File: src/rtl/meas_pkg.sv
// Shared widths and types for the measurement front-end DAC path.
package meas_pkg;

  localparam int unsigned DAC_DATA_WIDTH = 24;
  localparam int unsigned DAC_CODE_WIDTH = 16;

  typedef logic [DAC_CODE_WIDTH-1:0] dac_code_t;

  typedef enum logic [1:0] {
    IDLE,
    ISSUE,
    WAIT_BUSY,
    WAIT_DONE
  } dac_arb_state_e;

endpackage

File: src/rtl/rr_arbiter.sv
// Combinational round-robin picker: first set request at or after ptr_i, wrapping.
module rr_arbiter #(
  parameter  int unsigned N  = 2,
  localparam int unsigned PW = (N > 1) ? $clog2(N) : 1
) (
  input  logic [N-1:0]  req_i,
  input  logic [PW-1:0] ptr_i,
  output logic [N-1:0]  gnt_o,
  output logic          valid_o
);

  always_comb begin
    logic [PW-1:0] idx;
    idx     = '0;
    gnt_o   = '0;
    valid_o = 1'b0;
    for (int unsigned i = 0; i < N; i++) begin
      idx = PW'((32'(ptr_i) + i) % N);
      if (!valid_o && req_i[idx]) begin
        gnt_o[idx] = 1'b1;
        valid_o    = 1'b1;
      end
    end
  end

endmodule

File: src/rtl/dac_spi_arbiter.sv
// Shares one DAC SPI master between NUM_REQ writers with last-value-wins slots
// and round-robin arbitration; acknowledges each finished frame per requester.
module dac_spi_arbiter
  import meas_pkg::*;
#(
  parameter int unsigned NUM_REQ      = 2,
  parameter logic [7:0]  DAC_CMD      = 8'h00,
  parameter int unsigned BUSY_TIMEOUT = 16
) (
  input  logic                                clk_i,
  input  logic                                rst_ni,
  input  logic [NUM_REQ-1:0]                  req_i,
  input  logic [NUM_REQ*DAC_CODE_WIDTH-1:0]   code_i,
  output logic [NUM_REQ-1:0]                  pend_o,
  output logic [NUM_REQ-1:0]                  done_o,
  output logic [DAC_DATA_WIDTH-1:0]           data_o,
  output logic                                wre_o,
  input  logic                                rdy_i,
  output logic                                err_o,
  output logic [NUM_REQ-1:0]                  ovw_o,
  input  logic                                clr_i
);

  localparam int unsigned PW = $clog2(NUM_REQ);
  localparam int unsigned CW = (BUSY_TIMEOUT > 2) ? $clog2(BUSY_TIMEOUT) : 1;
  localparam logic [CW-1:0] CNT_LAST = CW'(BUSY_TIMEOUT - 1);

  dac_arb_state_e              state_q, state_d;
  logic [PW-1:0]               ptr_q, ptr_d;
  logic [PW-1:0]               gnt_q, gnt_d;
  logic [CW-1:0]               cnt_q, cnt_d;
  dac_code_t                   slot_q [NUM_REQ];
  dac_code_t                   slot_d [NUM_REQ];
  logic [NUM_REQ-1:0]          pend_q, pend_d;
  logic [NUM_REQ-1:0]          done_q, done_d;
  logic [NUM_REQ-1:0]          ovw_q, ovw_d;
  logic [DAC_DATA_WIDTH-1:0]   data_q, data_d;
  logic                        wre_q, wre_d;
  logic                        err_q, err_d;

  logic [NUM_REQ-1:0]          arb_oh;
  logic                        arb_valid;
  logic [PW-1:0]               arb_idx;
  logic                        grant;

  rr_arbiter #(.N(NUM_REQ)) u_rr (
    .req_i   (pend_q),
    .ptr_i   (ptr_q),
    .gnt_o   (arb_oh),
    .valid_o (arb_valid)
  );

  always_comb begin
    arb_idx = '0;
    for (int unsigned k = 0; k < NUM_REQ; k++) begin
      if (arb_oh[k]) arb_idx = PW'(k);
    end
  end

  // Next-state: frame sequencing first, then slot writes so a write on the
  // grant cycle re-arms the slot after the old code has been captured.
  always_comb begin
    state_d = state_q;
    ptr_d   = ptr_q;
    gnt_d   = gnt_q;
    cnt_d   = cnt_q;
    slot_d  = slot_q;
    pend_d  = pend_q;
    data_d  = data_q;
    done_d  = '0;
    wre_d   = 1'b0;
    err_d   = err_q & ~clr_i;
    ovw_d   = clr_i ? '0 : ovw_q;
    grant   = 1'b0;

    unique case (state_q)
      IDLE: begin
        if (arb_valid && rdy_i) begin
          grant           = 1'b1;
          data_d          = {DAC_CMD, slot_q[arb_idx]};
          gnt_d           = arb_idx;
          ptr_d           = (arb_idx == PW'(NUM_REQ - 1)) ? '0 : arb_idx + PW'(1);
          pend_d[arb_idx] = 1'b0;
          state_d         = ISSUE;
        end
      end
      ISSUE: begin
        wre_d   = 1'b1;
        cnt_d   = '0;
        state_d = WAIT_BUSY;
      end
      WAIT_BUSY: begin
        if (!rdy_i) begin
          state_d = WAIT_DONE;
        end else if (cnt_q == CNT_LAST) begin
          err_d         = 1'b1;
          done_d[gnt_q] = 1'b1;
          state_d       = IDLE;
        end else begin
          cnt_d = cnt_q + CW'(1);
        end
      end
      WAIT_DONE: begin
        if (rdy_i) begin
          done_d[gnt_q] = 1'b1;
          state_d       = IDLE;
        end
      end
      default: state_d = IDLE;
    endcase

    for (int unsigned k = 0; k < NUM_REQ; k++) begin
      if (req_i[k]) begin
        if (pend_q[k] && !(grant && (arb_idx == PW'(k)))) ovw_d[k] = 1'b1;
        slot_d[k] = code_i[k*DAC_CODE_WIDTH +: DAC_CODE_WIDTH];
        pend_d[k] = 1'b1;
      end
    end
  end

  always_ff @(posedge clk_i) begin
    if (!rst_ni) begin
      state_q <= IDLE;
      ptr_q   <= '0;
      gnt_q   <= '0;
      cnt_q   <= '0;
      pend_q  <= '0;
      done_q  <= '0;
      ovw_q   <= '0;
      data_q  <= '0;
      wre_q   <= 1'b0;
      err_q   <= 1'b0;
      for (int unsigned k = 0; k < NUM_REQ; k++) slot_q[k] <= '0;
    end else begin
      state_q <= state_d;
      ptr_q   <= ptr_d;
      gnt_q   <= gnt_d;
      cnt_q   <= cnt_d;
      pend_q  <= pend_d;
      done_q  <= done_d;
      ovw_q   <= ovw_d;
      data_q  <= data_d;
      wre_q   <= wre_d;
      err_q   <= err_d;
      slot_q  <= slot_d;
    end
  end

  assign pend_o = pend_q;
  assign done_o = done_q;
  assign ovw_o  = ovw_q;
  assign data_o = data_q;
  assign wre_o  = wre_q;
  assign err_o  = err_q;

endmodule

File: config.mk
export PLATFORM = sky130hd
export DESIGN_NAME = dac_spi_arbiter
export DESIGN_NICKNAME = d
export VERILOG_FILES = /design/src/rtl/meas_pkg.sv /design/src/rtl/rr_arbiter.sv /design/src/rtl/dac_spi_arbiter.sv
export SDC_FILE = /design/constraint.sdc
export NUM_CORES = 1
export LEC_CHECK = 0
export CORE_MARGIN = 2
export CORE_UTILIZATION = 45
export CTS_CLUSTER_SIZE = 8
export DETAILED_ROUTE_END_ITERATION = 7
export PLACE_DENSITY = 0.78
export SLEW_MARGIN = 20
export SYNTH_ARGS = -nofsm -noshare
export SYNTH_HDL_FRONTEND = slang
export SYNTH_SLANG_ARGS = --single-unit
File: constraint.sdc
create_clock -name clk_i -period 2.24 [get_ports clk_i]
set_clock_uncertainty 0.15 [all_clocks]
set_input_delay 0.56 -clock clk_i [delete_from_list [all_inputs] [get_ports clk_i]]
set_output_delay 0.56 -clock clk_i [all_outputs]
set_load 0.02 [all_outputs]
==> flow_summary_export.csv, run 1 <==
group,metric,value,unit
run_status,status,"completed",
timing,setup_violations,0,
drt,drtAntennaViolNets,0,
finish,drive_gt1_share,13.2,%
logic_synthesis,synth_most_common_cell,"dfxtp_1",
logic_synthesis,ys_seq_area_share,47.3,%
logic_synthesis,synth_area,2710,µm²
grt,antenna_found_initial,0,
timing,hold_viol_final,0,
grt,track_usage,19.8,%
drt,drtPass1Iterations,4,
drt,vias,2187,
worst_setup_path,crit_arrival,1440,ps
timing,drv_slew,0,
worst_setup_path,crit_fanout,6,
finish,diodes,0,
logic_synthesis,synth-edff-count,0,
logic_synthesis,netlist_top_cells_count,"dfxtp_1 (64), nor2_1 (38), mux2i_1 (32)",
timing,period_share,95.9,%
grt,gr-usage-met3,4.51,%
worst_setup_path,path_delay_family,"buffers and inverters",
grt,first_global_vias,2081,
cts,hold_buffers,0,
cts,cts_resized,0,
cts,cts_setup_buffers,0,
flow_run,drv_cap,0,
worst_setup_path,crit_path_end_kind,"output port",
worst_setup_path,path_buf_inv,1,
worst_setup_path,cp_slowest_cell,"clkdlybuf4s50_1",
logic_synthesis,synth_top_area_share,47.3,%
logic_synthesis,synth_area_leaders,"dfxtp_1 (47%), mux2i_1 (12%), nor2_1 (5.3%), a21boi_0 (4.7%), o221a_2 (3.3%)",
place,port_buffers,61,
worst_hold_path,worstHoldPathType,"reg -> reg",
grt,grt_use_met2,29.9,%
cts,insertion_delay,330,ps
pwr,p_switching,0.000705,W
logic_synthesis,synth_flop_cell,"dfxtp_1",
logic_synthesis,ys_warn_count,0,
logic_synthesis,synth_top_cell_by_area,"dfxtp_1",
logic_synthesis,async_flop_share,0,%
finish,num-nets-final,368,
pwr,seq_power_share,45.3,%
timing,max_freq,465,MHz
logic_synthesis,synth-seq-cells,64,
die,dieWidth,81.6,µm
worst_setup_path,worstPathRequired,1530,ps
pwr,leakage,1.51,nW
die,fp.dieH,81.6,µm
cts,cts_num_sinks,64,
finish,synthToLayoutAreaGrowth,33.0,%
cts,clockBufferDepth,2,
worst_setup_path,cpPeakStageDelay,650,ps
timing,fin_ws,91.3,ps
worst_setup_path,setup.worst_path.class,"reg -> out",
die,dieArea,6650,µm²
logic_synthesis,synth_cell_types,41,
grt,grt_max_degree,39,
grt,grtUsageMet1,26.5,%
place,place_congestion,0.733,
pwr,power.internal,0.00209,W
pwr,powerDensity,776,nW/µm²
die,start_util,46.3,%
grt,grt_pass1_wl,9.94,mm
cts,numCtsBuffers,9,
grt,busiest_layer,"met2",
worst_setup_path,crit_path_start_kind,"flip-flop",
pwr,comb_power_share,17.7,%
pwr,finalPower,0.00279,W
place,post-place-ws,-208,ps
cts,clkTransAtPathRegs,70,ps
drt,wl,6.05,mm
drt,drc,0,
logic_synthesis,syn_area_per_cell,10.1,µm²
timing,fin_crit,2150,ps
worst_setup_path,crit_chain,"clkdlybuf4s50_1",
grt,grt-ovfl-total,0,
drt,drt_iter0_markers,246,
timing,rsz0062_at_grt,"no",
logic_synthesis,syn_inst,267,
die,ios,70,
drt,viasPerCell,5.36,
die,placementRows,28,
place,hpwl,4.16,mm
pwr,p_sw_share,25.2,%
cts,root_buffer,"clkbuf_8",
die,core-area,5850,µm²
drt,wl_per_cell,14.8,µm
pwr,peakVddDrop,445,µV
pwr,clkPwrFrac,37.0,%
cts,h-tree-depth,3,
cts,cts_tree,"built",
==> power by group through the flow <==
stage	sequential, W	clock [W]	combinational (W)
floorplan	0.00132	0	0.000260
global placement	0.00129	0	0.000485
detailed placement	0.00129	0	0.000493
CTS	0.00127	0.00106	0.000496
global route	0.00127	0.00111	0.000534
finish	0.00127	0.00103	0.000494
==> layer usage <==
| metal | wire (µm) | up-vias |
|---|---|---|
| met4 | 135 | 0 |
| met2 | 2700 | 77 |
| met3 | 342 | 12 |
| li1 | - | 1086 |
| met5 | 0 | - |
| met1 | 2880 | 1012 |
==> cells in the final DEF, fill, tap and decap left out, types with 2 or more instances in the layout <==
| cell type | count |
|---|---|
| buf_12 | 2 |
| conb_1 | 8 |
| a311o_1 | 5 |
| o21bai_1 | 5 |
| clkbuf_8 | 9 |
| clkbuf_1 | 2 |
| a311o_2 | 6 |
| nor3b_1 | 3 |
| o211a_1 | 2 |
| dfxtp_1 | 64 |
| a21boi_0 | 17 |
| bufinv_16 | 2 |
| and3_1 | 7 |
| nand2_1 | 4 |
| nand3b_1 | 2 |
| buf_4 | 13 |
| nand2b_1 | 2 |
| o21ai_0 | 5 |
| o211ai_1 | 2 |
| o221a_2 | 8 |
| nand3_1 | 4 |
| clkdlybuf4s50_1 | 61 |
| nor2_1 | 38 |
| a21oi_1 | 6 |
| o311a_1 | 5 |
| clkinv_2 | 2 |
| o221a_1 | 3 |
| mux2i_1 | 32 |
==> registers in the layout, indices dropped and copies added (netlist names), 2 cells and up <==
signal and count:
cnt_q 4, data_o 16, done_o 2, state_q 2, pend_o 2, slot_q 32, ovw_o 2
==> worst paths after layout <==
path	from	to	slack (ps)	depth (start not counted)
worst max-delay path	pend_o[0]$_SDFFE_PN0P_	pend_o[0]	90	1
worst min-delay path	gnt_q$_SDFFE_PN0N_	done_o[0]$_SDFF_PN0_	320	1
worst max register to register	pend_o[1]$_SDFFE_PN0P_	data_o[10]$_SDFFE_PN0N_	400	5
worst min register to register	gnt_q$_SDFFE_PN0N_	done_o[0]$_SDFF_PN0_	320	1
==> stage by stage <==
stage               instances  hold WS [ps]  cell area (µm²)  util, %  setup TNS (ps)
finish                    408           324             3600     61.6               0
floorplan                 274           256             2730        -               0
global placement          393           307             3400     58.1           -1850
detailed placement        393           315             3400     58.1           -2490
global route              408           358             3600     61.6               0
CTS                       408           325             3600     61.6               0
==> cells by family after synthesis <==
kind of cell / after synthesis / share of synthesized area, %
AO/OA/AOI/OAI: 69 / 21.7
adder cells (fa/ha/maj): 1 / 0.462
buffers and inverters: 33 / 6.61
flip-flops: 64 / 47.3
multiplexers: 32 / 11.8
other: 1 / 0.138
AND/OR/NAND/NOR: 67 / 12.0
==> layout make-up <==
class,instances,area [µm²]
Inverter,1,3.75
Tap cell,75,93.8
Sequential cell,64,1280
Clock inverter,4,70.1
Timing Repair Buffer,76,748
Clock buffer,11,131
Multi-Input combinational cell,177,1270
Fill cell,492,2250
Note: power is estimated with default switching activity, not from simulation.
==> run 2, diff against run 1 <==
--- a/config.mk
+++ b/config.mk
@@ -10,6 +10,7 @@
 export CTS_CLUSTER_SIZE = 8
 export DETAILED_ROUTE_END_ITERATION = 7
 export PLACE_DENSITY = 0.78
+export SKIP_CTS_REPAIR_TIMING = 1
 export SLEW_MARGIN = 20
 export SYNTH_ARGS = -nofsm -noshare
 export SYNTH_HDL_FRONTEND = slang
==> results of run 2 <==
Final layout, timing and power as in run 1 (identical DEF).
==> run 3, diff against run 2 <==
--- a/config.mk
+++ b/config.mk
@@ -9,6 +9,7 @@
 export CORE_UTILIZATION = 45
 export CTS_CLUSTER_SIZE = 8
 export DETAILED_ROUTE_END_ITERATION = 7
+export MAX_ROUTING_LAYER = met4
 export PLACE_DENSITY = 0.78
 export SKIP_CTS_REPAIR_TIMING = 1
 export SLEW_MARGIN = 20
==> flow_summary_export.csv, run 3 (synthesis gave the netlist of run 1 again) <==
group,metric,value,unit
run_status,status,"completed",
drt,wl,6.03,mm
pwr,seq_power_share,45.3,%
finish,final_cells,408,
die,ios,70,
drt,wl_per_cell,14.8,µm
cts,root_buffer,"clkbuf_8",
pwr,clkPwrFrac,37.0,%
finish,drive_gt1_share,13.2,%
finish,nFillCells,492,
worst_setup_path,crit_path_start_kind,"flip-flop",
pwr,p_sw_share,25.2,%
finish,utilization,61.6,%
worst_setup_path,path_buf_inv,1,
grt,first_global_vias,2081,
finish,regMostFlops,"slot_q",
worst_setup_path,crit_fanout,6,
place,hpwl,4.16,mm
timing,drv_slew,0,
drt,drt_iter0_markers,267,
worst_setup_path,path_delay_family,"buffers and inverters",
cts,cts_tree,"built",
drt,drc,0,
cts,clockBufferDepth,2,
die,fp.dieH,81.6,µm
finish,multi_input_area,1270,µm²
worst_setup_path,cp_slowest_cell,"clkdlybuf4s50_1",
timing,fin_crit,2150,ps
pwr,leakage,1.51,nW
die,start_util,46.3,%
finish,num-nets-final,368,
pwr,powerDensity,776,nW/µm²
worst_hold_path,worstHoldPathType,"reg -> reg",
timing,max_freq,466,MHz
drt,viasPerCell,5.35,
grt,grt_pass1_wl,9.96,mm
worst_setup_path,crit_path_end_kind,"output port",
finish,final_cell_mix,"dfxtp_1 (64), clkdlybuf4s50_1 (61), nor2_1 (38)",
finish,diodes,0,
cts,insertion_delay,330,ps
timing,period_share,95.8,%
drt,drtAntennaViolNets,0,
timing,tns,0,ps
die,core-area,5850,µm²
grt,track_usage,20.5,%
worst_setup_path,worstPathRequired,1530,ps
timing,hold_viol_final,0,
die,dieWidth,81.6,µm
worst_setup_path,cpPeakStageDelay,650,ps
pwr,power.internal,0.00209,W
timing,rsz0062_at_grt,"no",
finish,synthToLayoutAreaGrowth,33.0,%
pwr,p_switching,0.000706,W
worst_setup_path,crit_arrival,1440,ps
die,placementRows,28,
grt,grt-ovfl-total,0,
cts,numCtsBuffers,9,
worst_setup_path,setup.worst_path.class,"reg -> out",
cts,cts_num_sinks,64,
drt,vias,2182,
timing,setup_violations,0,
place,place_congestion,0.742,
grt,grt_max_degree,39,
pwr,peakVddDrop,445,µV
finish,final_common_cell,"dfxtp_1",
cts,h-tree-depth,3,
finish,seqCellArea,1280,µm²
grt,antenna_found_initial,0,
flow_run,drv_cap,0,
place,port_buffers,61,
place,placed_cells,393,
cts,clkTransAtPathRegs,70,ps
die,dieArea,6650,µm²
finish,largest_register_ff_count,32,
pwr,comb_power_share,17.7,%
drt,drtPass1Iterations,4,
worst_setup_path,crit_chain,"clkdlybuf4s50_1",
## run 3: cell counts in the layout (fill, tap and decap cells not counted)
Identical to the previous run, type by type.
## run 3: path summary, 6_finish.rpt
check,end,slack [ps],depth (start not counted),start
setup / recovery,pend_o[0],90,1,pend_o[0]$_SDFFE_PN0P_
setup reg to reg,data_o[11]$_SDFFE_PN0N_,400,5,pend_o[1]$_SDFFE_PN0P_
hold / removal,done_o[0]$_SDFF_PN0_,320,1,gnt_q$_SDFFE_PN0N_
hold reg to reg,done_o[0]$_SDFF_PN0_,320,1,gnt_q$_SDFFE_PN0N_
## run 3: layout make-up
class	count	share of cell area [%]
clock buffer	11	3.65
timing repair buffer	76	20.8
multi-input combinational	177	35.4
clock inverter	4	1.95
inverter	1	0.104
tap	75	2.61
sequential	64	35.6
## run 3: power by group through the flow
stage	logic [W]	registers, W	clock network [W]
after floorplan	0.000260	0.00132	0
after global placement	0.000485	0.00129	0
after detailed placement	0.000493	0.00129	0
after CTS	0.000496	0.00127	0.00106
after global routing	0.000534	0.00127	0.00111
final	0.000494	0.00127	0.00103
## run 3: stage by stage
step	setup slack [ps]	power [W]	instance area, µm²	hold slack (ps)
detailed placement	-208	0.00178	3400	315
CTS	92.4	0.00282	3600	325
floorplan	360	0.00158	2730	256
finish	95.0	0.00280	3600	324
global placement	-146	0.00177	3400	307
global route	37.1	0.00292	3600	358
## run 3: layer usage
metal  share of wire, %  track usage (%)  vias to the layer above
li1                   -                -                     1086
met1                 46             26.9                     1010
met2                 45             29.7                       78
met3                6.7             4.51                        8
met4                2.0             10.3                        0
met5                  0                -                        -
